$ cat src/rtl/i2c_pkg.sv
`default_nettype none
// ============================================================================
//  Module      : i2c_pkg
//  Description : Definitions shared by the I2C init sequencer and the write
//                master: sequencer state encodings, special table opcodes,
//                the default device address and the table entry field layout.
//  Ports       : none (package)
//  Revision    : 1.0 - initial release
// ============================================================================
package i2c_pkg;

  typedef enum logic [3:0] {
    ST_IDLE        = 4'd0,
    ST_FETCH       = 4'd1,
    ST_DECODE      = 4'd2,
    ST_ISSUE       = 4'd3,
    ST_WAIT_ACCEPT = 4'd4,
    ST_WAIT_DONE   = 4'd5,
    ST_DELAY       = 4'd6,
    ST_DONE        = 4'd7,
    ST_ERROR       = 4'd8
  } seq_state_t;

  localparam logic [7:0] CMD_END        = 8'hFE;
  localparam logic [7:0] CMD_DELAY      = 8'hFF;
  localparam logic [7:0] DEFAULT_DEV_ID = 8'h34;

  // Table entry layout: {register, data}
  localparam int REG_MSB  = 15;
  localparam int REG_LSB  = 8;
  localparam int DATA_MSB = 7;
  localparam int DATA_LSB = 0;

endpackage
`default_nettype wire

$ cat src/rtl/i2c_init_sequencer.sv
`default_nettype none
// ============================================================================
//  Module      : i2c_init_sequencer
//  Description : Walks a table of register writes and issues them one at a
//                time to the I2C write master over a start/ready handshake.
//                Supports inline delay entries and an end-of-table marker.
//  Ports       : clk, reset          - clock, synchronous active-high reset
//                go                  - start sequence (IDLE/DONE/ERROR only)
//                tbl_addr, tbl_entry - synchronous table read interface
//                mst_ready/mst_start - master handshake
//                mst_dev_id/reg_id/data - write command fields
//                busy, done, error   - status (done/error sticky)
//                cmd_index, dbg_state - progress / debug
//  Revision    : 1.0 - initial release
// ============================================================================
module i2c_init_sequencer
  import i2c_pkg::*;
#(
  parameter int         NUM_CMDS       = 32,
  parameter logic [7:0] DEV_ID         = DEFAULT_DEV_ID,
  parameter int         DELAY_CYCLES   = 1000,
  parameter int         ACCEPT_TIMEOUT = 16,
  parameter int         DONE_TIMEOUT   = 1024
) (
  input  logic                        clk,
  input  logic                        reset,
  input  logic                        go,
  output logic [$clog2(NUM_CMDS)-1:0] tbl_addr,
  input  logic [15:0]                 tbl_entry,
  input  logic                        mst_ready,
  output logic                        mst_start,
  output logic [7:0]                  mst_dev_id,
  output logic [7:0]                  mst_reg_id,
  output logic [7:0]                  mst_data,
  output logic                        busy,
  output logic                        done,
  output logic                        error,
  output logic [$clog2(NUM_CMDS):0]   cmd_index,
  output logic [3:0]                  dbg_state
);

  localparam int AW = $clog2(NUM_CMDS);
  localparam int IW = AW + 1;
  localparam int CW = $clog2(DELAY_CYCLES + 1);
  localparam int TW = $clog2(DONE_TIMEOUT + ACCEPT_TIMEOUT + 1);

  seq_state_t    r_state, w_state_n;
  logic [IW-1:0] r_idx,   w_idx_n;
  logic [AW-1:0] r_addr,  w_addr_n;
  logic [7:0]    r_reg,   w_reg_n;
  logic [7:0]    r_data,  w_data_n;
  logic          r_start, w_start_n;
  logic          r_busy,  w_busy_n;
  logic          r_done,  w_done_n;
  logic          r_err,   w_err_n;
  logic [7:0]    r_unit,  w_unit_n;
  logic [CW-1:0] r_cyc,   w_cyc_n;
  logic [TW-1:0] r_to,    w_to_n;
  logic          w_adv;

  logic [7:0] w_ent_reg, w_ent_data;
  assign w_ent_reg  = tbl_entry[REG_MSB:REG_LSB];
  assign w_ent_data = tbl_entry[DATA_MSB:DATA_LSB];

  always_ff @(posedge clk) begin
    if (reset) begin
      r_state <= ST_IDLE;
      r_idx   <= '0;
      r_addr  <= '0;
      r_reg   <= '0;
      r_data  <= '0;
      r_start <= 1'b0;
      r_busy  <= 1'b0;
      r_done  <= 1'b0;
      r_err   <= 1'b0;
      r_unit  <= '0;
      r_cyc   <= '0;
      r_to    <= '0;
    end else begin
      r_state <= w_state_n;
      r_idx   <= w_idx_n;
      r_addr  <= w_addr_n;
      r_reg   <= w_reg_n;
      r_data  <= w_data_n;
      r_start <= w_start_n;
      r_busy  <= w_busy_n;
      r_done  <= w_done_n;
      r_err   <= w_err_n;
      r_unit  <= w_unit_n;
      r_cyc   <= w_cyc_n;
      r_to    <= w_to_n;
    end
  end

  always_comb begin
    w_state_n = r_state;
    w_idx_n   = r_idx;
    w_addr_n  = r_addr;
    w_reg_n   = r_reg;
    w_data_n  = r_data;
    w_start_n = 1'b0;
    w_done_n  = r_done;
    w_err_n   = r_err;
    w_unit_n  = r_unit;
    w_cyc_n   = r_cyc;
    w_to_n    = r_to;
    w_adv     = 1'b0;

    case (r_state)
      ST_IDLE, ST_DONE, ST_ERROR: begin
        if (go) begin
          w_idx_n   = '0;
          w_addr_n  = '0;
          w_done_n  = 1'b0;
          w_err_n   = 1'b0;
          w_state_n = ST_FETCH;
        end
      end
      ST_FETCH: begin
        // The address is already presented whenever the index changes, so
        // the ROM registers it at the end of FETCH and data lands in DECODE.
        w_addr_n  = r_idx[AW-1:0];
        w_state_n = ST_DECODE;
      end
      ST_DECODE: begin
        if (w_ent_reg == CMD_END) begin
          w_state_n = ST_DONE;
          w_done_n  = 1'b1;
        end else if (w_ent_reg == CMD_DELAY) begin
          if (w_ent_data == 8'd0) begin
            w_adv = 1'b1;
          end else begin
            w_unit_n  = w_ent_data;
            w_cyc_n   = CW'(DELAY_CYCLES - 1);
            w_state_n = ST_DELAY;
          end
        end else begin
          w_reg_n   = w_ent_reg;
          w_data_n  = w_ent_data;
          w_state_n = ST_ISSUE;
        end
      end
      ST_ISSUE: begin
        // A master that is not idle stalls us here with no timeout.
        if (mst_ready) begin
          w_start_n = 1'b1;
          w_to_n    = '0;
          w_state_n = ST_WAIT_ACCEPT;
        end
      end
      ST_WAIT_ACCEPT: begin
        if (!mst_ready) begin
          w_to_n    = '0;
          w_state_n = ST_WAIT_DONE;
        end else if (r_to == TW'(ACCEPT_TIMEOUT - 1)) begin
          w_err_n   = 1'b1;
          w_state_n = ST_ERROR;
        end else begin
          w_to_n = r_to + TW'(1);
        end
      end
      ST_WAIT_DONE: begin
        if (mst_ready) begin
          w_adv = 1'b1;
        end else if (r_to == TW'(DONE_TIMEOUT - 1)) begin
          w_err_n   = 1'b1;
          w_state_n = ST_ERROR;
        end else begin
          w_to_n = r_to + TW'(1);
        end
      end
      ST_DELAY: begin
        if (r_cyc == '0) begin
          if (r_unit == 8'd1) begin
            w_adv = 1'b1;
          end else begin
            w_unit_n = r_unit - 8'd1;
            w_cyc_n  = CW'(DELAY_CYCLES - 1);
          end
        end else begin
          w_cyc_n = r_cyc - CW'(1);
        end
      end
      default: w_state_n = ST_IDLE;
    endcase

    if (w_adv) begin
      w_idx_n  = r_idx + IW'(1);
      w_addr_n = w_idx_n[AW-1:0];
      if (w_idx_n == IW'(NUM_CMDS)) begin
        w_state_n = ST_DONE;
        w_done_n  = 1'b1;
      end else begin
        w_state_n = ST_FETCH;
      end
    end

    w_busy_n = !((w_state_n == ST_IDLE) || (w_state_n == ST_DONE) ||
                 (w_state_n == ST_ERROR));
  end

  assign tbl_addr   = r_addr;
  assign mst_start  = r_start;
  assign mst_dev_id = DEV_ID;
  assign mst_reg_id = r_reg;
  assign mst_data   = r_data;
  assign busy       = r_busy;
  assign done       = r_done;
  assign error      = r_err;
  assign cmd_index  = r_idx;
  assign dbg_state  = r_state;

endmodule
`default_nettype wire

$ cat config.mk
export PLATFORM = sky130hd
export DESIGN_NAME = i2c_init_sequencer
export DESIGN_NICKNAME = d
export VERILOG_FILES = /design/src/rtl/i2c_pkg.sv /design/src/rtl/i2c_init_sequencer.sv
export SDC_FILE = /design/constraint.sdc
export NUM_CORES = 1
export LEC_CHECK = 0
export ABC_AREA = 1
export CORE_MARGIN = 4
export CORE_UTILIZATION = 53
export DETAILED_ROUTE_END_ITERATION = 16
export PLACE_DENSITY = 0.88
export SLEW_MARGIN = 15
export SYNTH_ARGS = -nofsm -noshare
export SYNTH_HDL_FRONTEND = slang
export SYNTH_SLANG_ARGS = --single-unit
$ cat constraint.sdc
create_clock -name clk -period 1.92 [get_ports clk]
set_input_delay 0.288 -clock clk [delete_from_list [all_inputs] [get_ports clk]]
set_output_delay 0.288 -clock clk [all_outputs]
set_load 0.02 [all_outputs]
==> metrics.txt <==
Rows=30; final hold violation count=0; Max Root-Sink Buffers=2; clock network power share=18.0%; internal power component=3.42 mW; post-synth top area share=35.0%; Die Width=91.1 microns; final non-filler cell total=722; GPL Wtd Cong=0.879; cell taking the most area after synthesis=dfxtp_1; Pre-Repair DR Iteration Count=8; share of the yosys chip area belonging to registers=35.0%; number of synthesized register bits=64; Switching Share=42.7%; worst slack after detailed placement=-0.167 ns; ANT nets after route=0; critical path peak fanout=13; Core Footprint=0.00676 sq mm; drt wl/cell=13.3 microns; first-pass GRT wire length=16000 microns; clock root buffer=clkbuf_8; Lkg Pwr=2.01 nW; max-slew headroom at the worst pin=61.6%; via count of the first global-routing pass=3651; Tmin final=1.79 ns; maximum frequency from static timing analysis=560 MHz; Critical Path Sink Type=register; Placement Cell Area=0.00449 sq mm; Worst-path clk slew=0.07 ns; Synth cell types=41; routing layer with the top usage in global route=met2; data required time at the worst endpoint=2.15 ns; category of the most critical setup path=reg -> reg; met2 Track Usage GR=39.2%; total grt overflow=0; power per cell area=1270 mW/mm^2; accumulated negative setup slack=0 ns; post-route DRC violation count=0; average vias per placed instance=5.34; aggregate routed wire length=9600 microns; Synth area leaders=dfxtp_1, nand2_1, a21oi_1; pin count of the biggest net entering global routing=36; final worst path period share=93.1%; max_cap viols=0; initial antenna violation count=0; worst hold path type=reg -> reg; final clock skew=0.00762 ns; placed cell count=705; total chip power=5.98 mW; number of vias after detailed routing=3856; Iteration-0 DRC Markers=175; Synth Instances=550; Total Die Area=0.00831 sq mm; GR met1 Demand/Resource=27.7%; TritonCTS sink count=64; number of buffers created by CTS=9; VDD IR-drop max=0.558 mV; Yosys warning count=0; combined area of all synthesized cells=0.00366 sq mm; final hold slack=0.442 ns; Syn Area/Cell=6.66 sq um; M3 GR Usage=5.14%; diode insertion count for antenna repair=0; GRT Overall Usage=23.4%; proportion of power drawn by flip-flops and latches=31.4%; y dimension of the die=91.1 microns; Tightest Pin Transition=0.562 ns; clock tree from TritonCTS=done; finished layout cell area=0.00473 sq mm; placed wire-length estimate=6960 microns; share of total power in combinational logic=50.6%; number of placed I/O pins=63; least setup slack across all paths after layout=0.133 ns; Sw Pwr=2.55 mW; max-slew violations=0; Arr. time, crit path=2.02 ns; Setup crit start kind=register; setup violation total in the final timing report=0; starting density of the core=54.2%; result of the run=completed; share of final-layout standard cells stronger than drive strength 1=15.6%; layout overhead on the synthesized area=29.0%; utilization of the core after routing=69.9%; total number of H-tree levels=3; nets=663; number of buffers inserted by port buffering=54; clock latency on the worst-skew pair=0.35 ns
worst paths after layout:
path	cells after the start	from	to	slack [ns]
setup / recovery	12	r_cyc[0]$_SDFFE_PP0P_	r_cyc[5]$_SDFFE_PP0P_	0.13
hold / removal	2	mst_data[4]$_SDFFE_PP0P_	mst_data[4]$_SDFFE_PP0P_	0.44
setup reg to reg	12	r_cyc[0]$_SDFFE_PP0P_	r_cyc[5]$_SDFFE_PP0P_	0.13
hold reg to reg	2	mst_data[4]$_SDFFE_PP0P_	mst_data[4]$_SDFFE_PP0P_	0.44
metal layers:
metal	wire [microns]	vias to the layer above
met4	312	0
met1	4100	1745
met3	558	27
met5	0	-
li1	-	1945
met2	4620	139
cell usage after synthesis (all sizes together):
cell type,number
clkbuf,9
nand3,44
buf,16
xor2,10
or2,2
a211oi,1
o21a,1
o2111a,1
a221oi,1
nor3,13
mux2i,1
a2111oi,1
o21ai,37
nand2,120
dfxtp,64
ha,6
nand3b,1
o31ai,1
nor2,71
conb,2
nand4,7
a21oi,65
a22oi,1
inv,68
a31oi,3
nor3b,2
xnor2,2
layout by cell type, fill, tap and decap left out, types with 2 or more instances in the layout:
| cell type | count |
|---|---|
| nand3_2 | 5 |
| o21ai_1 | 9 |
| a21oi_1 | 63 |
| nor2_2 | 6 |
| inv_2 | 9 |
| clkdlybuf4s50_1 | 54 |
| nand4_1 | 7 |
| clkbuf_8 | 11 |
| a21oi_2 | 2 |
| nor2_4 | 5 |
| dfxtp_1 | 60 |
| nor2_1 | 60 |
| ha_1 | 5 |
| dfxtp_2 | 4 |
| o21ai_0 | 28 |
| nor3_2 | 3 |
| nand2_2 | 3 |
| nand3_1 | 38 |
| conb_1 | 8 |
| inv_1 | 59 |
| xnor2_1 | 2 |
| a31oi_1 | 3 |
| nor3_1 | 10 |
| clkinv_2 | 3 |
| xor2_1 | 10 |
| buf_4 | 40 |
| nand2_1 | 115 |
timing repair:
action / 4_1_cts / 5_1_grt
hold buffers: 0 / 0
endpoints found under the setup margin: 0 / 26
gates resized for setup: 0 / 13
buffers inserted: 0 / 1
worst max-delay path, stage by stage (launching register included):
cell,delay (ns)
dfxtp_2,0.34
inv_1,0.12
ha_1,0.17
nand3_1,0.12
nor2_4,0.14
nand3_2,0.09
nand2_1,0.11
nor2_4,0.04
buf_4,0.15
nand2_8,0.10
inv_2,0.08
a21oi_1,0.13
a21oi_1,0.08
power by group through the flow:
stage | clock (mW) | sequential, mW | combinational [mW]
6_report | 1.08 | 1.88 | 3.02
5_1_grt | 1.14 | 1.92 | 3.34
3_5_place_dp | 0 | 1.89 | 2.88
4_1_cts | 1.09 | 1.86 | 2.93
3_3_place_gp | 0 | 1.87 | 2.80
2_1_floorplan | 0 | 2.08 | 1.72
flip-flops by register name, indices dropped and copies added, names as in the netlist:
signal      cells
cmd_index       6
mst_reg_id      8
r_cyc          10
r_unit          8
done            1
error           1
mst_data        8
r_to           11
tbl_addr        5
busy            1
dbg_state       4
mst_start       1
cell families after synthesis:
group | after synthesis | share of synthesized area [%]
multiplexers | 1 | 0.273
adder cells (fa/ha/maj) | 6 | 2.05
AND/OR/NAND/NOR | 260 | 32.4
AO/OA/AOI/OAI | 112 | 16.3
flip-flops | 64 | 35.0
XOR/XNOR | 12 | 2.87
other | 2 | 0.205
buffers and inverters | 93 | 10.9
layout make-up:
| class | count | area, sq um |
|---|---|---|
| Clock inverter | 5 | 31.3 |
| Timing Repair Buffer | 95 | 861 |
| Tap cell | 80 | 100 |
| Inverter | 68 | 255 |
| Clock buffer | 11 | 151 |
| Multi-Input combinational cell | 399 | 2040 |
| Fill cell | 532 | 2030 |
| Sequential cell | 64 | 1290 |
Power figures use the tool's default switching activity.
